===== config.mk =====
export PLATFORM = sky130hd
export DESIGN_NAME = fifo_stream_reader
export DESIGN_NICKNAME = d
export VERILOG_FILES = /design/src/rtl/fifo_stream_reader.sv
export SDC_FILE = /design/constraint.sdc
export NUM_CORES = 1
export LEC_CHECK = 0
export CORE_MARGIN = 2
export CORE_UTILIZATION = 53
export CTS_BUF_LIST = sky130_fd_sc_hd__clkbuf_8
export DETAILED_ROUTE_END_ITERATION = 8
export GPL_TIMING_DRIVEN = 0
export MAX_ROUTING_LAYER = met4
export PLACE_DENSITY = 0.86
export SYNTH_ARGS = -nofsm -noshare
export SYNTH_HDL_FRONTEND = slang
export SYNTH_SLANG_ARGS = --single-unit

===== constraint.sdc =====
create_clock -name clk -period 3.47 [get_ports clk]
set_input_delay 0.694 -clock clk [delete_from_list [all_inputs] [get_ports clk]]
set_output_delay 0.694 -clock clk [all_outputs]
set_load 0.01 [all_outputs]

===== src/rtl/fifo_stream_reader.sv =====
// fifo_stream_reader: turns a latency-1 FIFO read port into a valid/ready stream
// through a 2-entry ordered buffer, with a handshake counter and sticky error flag.
module fifo_stream_reader #(
    parameter int DATA_WIDTH = 8
) (
    input  logic                  clk,
    input  logic                  reset,
    input  logic                  enable,
    input  logic                  fifo_oready,
    input  logic [DATA_WIDTH-1:0] fifo_odata,
    input  logic                  fifo_err,
    output logic                  fifo_rden,
    output logic                  m_valid,
    output logic [DATA_WIDTH-1:0] m_data,
    input  logic                  m_ready,
    output logic [15:0]           count,
    output logic                  err
);
    typedef enum logic [1:0] {EMPTY = 2'd0, ONE = 2'd1, TWO = 2'd2} occ_t;
    occ_t                  occ_q, occ_d;
    logic                  inflight_q, inflight_d;
    logic [DATA_WIDTH-1:0] head_q, head_d, tail_q, tail_d;
    logic [15:0]           count_q, count_d;
    logic                  err_q, err_d;
    logic                  pop;
    logic [1:0]            after_pop, lvl;
    always_comb begin
        pop        = (occ_q != EMPTY) && m_ready;
        after_pop  = occ_q - {1'b0, pop};
        lvl        = after_pop + {1'b0, inflight_q};
        fifo_rden  = enable && fifo_oready && !reset && (lvl < 2'd2);
        // the returning word lands in the first slot left free after this cycle's pop
        head_d     = (inflight_q && after_pop == 2'd0) ? fifo_odata : pop ? tail_q : head_q;
        tail_d     = (inflight_q && after_pop != 2'd0) ? fifo_odata : tail_q;
        occ_d      = occ_t'(lvl);
        inflight_d = fifo_rden;
        count_d    = count_q + {15'd0, pop};
        err_d      = err_q || fifo_err || (fifo_rden && !fifo_oready);
    end
    always_ff @(posedge clk) begin
        if (reset) begin
            occ_q      <= EMPTY;
            inflight_q <= 1'b0;
            head_q     <= '0;
            tail_q     <= '0;
            count_q    <= 16'd0;
            err_q      <= 1'b0;
        end else begin
            occ_q      <= occ_d;
            inflight_q <= inflight_d;
            head_q     <= head_d;
            tail_q     <= tail_d;
            count_q    <= count_d;
            err_q      <= err_d;
        end
    end
    assign m_valid = (occ_q != EMPTY);
    assign m_data  = head_q;
    assign count   = count_q;
    assign err     = err_q;
endmodule

==> impl_metrics.ini <==
[grt]
antenna_found_initial = 0
grt_max_degree = 12
grt-ovfl-total = 0
grt_pass1_wl_mm = 5.88
grt_pass1_vias = 1299
grt_use_total_pct = 23.7

[setup_path]
slowest_delay_ns = 0.53
cp_top_family = buffers and inverters
endpoint_kind = primary output
r2r_start = occ_q[0]$_SDFF_PP0_
rrSetupSlack_ns = 1.23
worst-path-buf-inv = 2
worst_ep_arrival_time_ns = 2.36
slowest_stage = clkdlybuf4s50_1
r2r_cells = 9
startpoint_type = input port
path_max_fanout = 5
timing_worst_setup_path_type = input port to primary output
worstSetupPathDepth = 7
crit_required_ns = 2.78
r2r_end = count[10]$_SDFF_PP0_
worstPathCellList = dlymetal6s2s_1 -> nand2b_1 -> nand2_1 -> ha_1 -> xnor2_2 -> and4b_1 -> clkdlybuf4s50_1

[yosys]
synthCells = 164
synth_cell_types = 31
synth_warnings = 0
netlist_area_mm2 = 0.00156
seq_area_frac_synth_pct = 46.2
syn_area_per_cell_um2 = 9.52
synth_nets = 180
ys_seq_elements = 36

[route]
wl_per_cell_um = 15.1
wirelength_mm = 3.67
drc = 0
drtIter0Drc = 75
drt.antenna.violating_nets = 0
viasPerCell = 5.56
drt_pass1_iterations = 4
via_count = 1351

[layout]
final_util_pct = 76.8
nFillCells = 194
layout.nets = 227
mostFrequentLayoutCells = clkdlybuf4s50_1, dfxtp_1, nor2_1
drive_above_1_share_pct = 8.02
final_common_cell = clkdlybuf4s50_1
area_growth_pct = 36.9
n_antenna_cell = 0

[floorplanning]
fp-row-count = 19
core-area_mm2 = 0.00278
design.die.area_mm2 = 0.00340
fp.dieH_um = 58.3
die_x_um = 58.3
ios = 41
start_util_pct = 56.1

[place]
gp_congestion = 0.836
hpwl_mm = 2.56
port_buffers = 40

[clocking]
clk_latency_ns = 0.29
numCtsBuffers = 5
path_clk_slew_ns = 0.07
h-tree-depth = 2
cts_root_buffer = clkbuf_8
max-clock-path-buffers = 2
cts_setup_buffers = 0
cts_tree = yes
cts.sinks = 36

[sta]
finalMaxSlewViolations = 0
clock.fmax_mhz = 328
finalCriticalPeriod_ns = 3.05
hold_violations = 0
post-route-period-util_pct = 87.9
worstMarginPinSlew_ns = 0.470
fin_tns_setup_ns = 0
slew-limit-headroom_pct = 68.6
finalSetupViolCount = 0
rsz0062_at_grt = no
finalClockSkew_ns = 0.00558

[hold_path]
hold_end = err$_SDFF_PP0_
hold_class = flop to flop
min-delay-start = err$_SDFF_PP0_
whs_path_depth = 2

[run_status]
status = finished clean

[pwr]
p_leak_nw = 0.903
p_per_area_mw_per_mm2 = 420
p_int_uw = 709
peakVddDrop_uv = 452
p_sw_uw = 188
comb_power_share_pct = 7.2
power_frac_clock_pct = 45.4
pwr-share-seq_pct = 47.4
switching_share_pct = 20.9

[job]
maxCapViolations = 0
[through the flow]
step | hold slack (ns) | total power [mW] | area (µm²) | setup slack (ns) | std cells
global route | 0.544 | 0.920 | 2140 | 0.314 | 243
floorplan | 0.463 | 0.461 | 1560 | 1.28 | 164
detailed placement | 0.473 | 0.499 | 2000 | 0.0274 | 235
CTS | 0.487 | 0.897 | 2130 | 0.00852 | 243
finish | 0.488 | 0.897 | 2140 | 0.420 | 243
global placement | 0.450 | 0.497 | 2000 | 0.103 | 235
[synth_stat cells, drive strengths merged]
master	number	area, µm²
dfxtp	36	721
nor2	35	131
mux2i	16	160
xnor2	10	87.6
a211oi	8	60.1
inv	8	30.0
nand2	6	30.0
nand3	6	30.0
nor4	6	67.6
clkbuf	5	18.8
nor2b	4	25.0
xor2	3	26.3
a21oi	2	10.0
and4b	2	20.0
buf	2	8.75
ha	2	25.0
mux2	2	22.5
or3	2	17.5
a21bo	1	10.0
and4	1	8.76
nand2b	1	6.26
nand4	1	6.26
nor3	1	5.00
o2111ai	1	15.0
o21ai	1	5.00
or2	1	6.26
or4	1	7.51
[layer usage]
metal / up-vias / track usage (%) / share of wire (%)
li1: 647 / - / -
met1: 655 / 27.6 / 45
met2: 42 / 38.7 / 49
met3: 7 / 4.91 / 4.3
met4: 0 / 11.6 / 1.8
met5: - / - / 0
[layout make-up]
cell class                 count  area (µm²)  share of cell area (%)
clock inverter                 1        30.0                    1.41
buffer                         7        27.5                    1.29
inverter                       8        30.0                    1.41
tap                           31        38.8                    1.81
clock buffer                   7        96.3                    4.51
sequential                    36         721                    33.7
multi-input combinational    113         791                    37.0
timing repair buffer          40         403                    18.9
[worst min-delay path, cell delays in order (launching register included)]
cell and delay (ns):
dfxtp_1 0.31, nor2_1 0.08, nor2_1 0.05
[flip-flops by register name, summed over array words and instances (netlist names)]
name        count
count          16
m_data          8
tail_q          8
occ_q           2
err             1
inflight_q      1
[timing repair]
item / 4_1_cts / 5_1_grt
setup endpoints to repair: 0 / 1
resized for setup: 0 / 2
endpoints found under the hold margin: 0 / 0
hold buffers: 0 / 0
[power by group through the flow]
stage	clock (mW)	combinational (mW)	sequential (mW)
5_1_grt	0.424	0.0699	0.426
3_5_place_dp	0	0.0643	0.435
4_1_cts	0.407	0.0652	0.425
2_1_floorplan	0	0.0235	0.437
3_3_place_gp	0	0.0623	0.434
6_report	0.407	0.0645	0.425
[cells by family (layout without fill, tap and decap cells)]
kind of cell    Yosys count  count (layout)  synth area share (%)
fa+ha+maj                 2               2                  1.60
buf+inv                  15              63                  3.69
compound gates           13              13                  6.41
xor+xnor                 13              13                  7.29
simple gates             67              67                  23.2
flops                    36              36                  46.2
mux                      18              18                  11.7
[worst max-delay path by stage]
stage          slack, ns  startpoint         to
2_1_floorplan       1.28     m_ready  fifo_rden
3_3_place_gp        0.10     m_ready  fifo_rden
3_5_place_dp        0.03     m_ready  fifo_rden
4_1_cts            0.009     m_ready  fifo_rden
5_1_grt             0.31     m_ready  fifo_rden
6_report            0.42     m_ready  fifo_rden
Note: power is estimated with default switching activity, not from simulation.
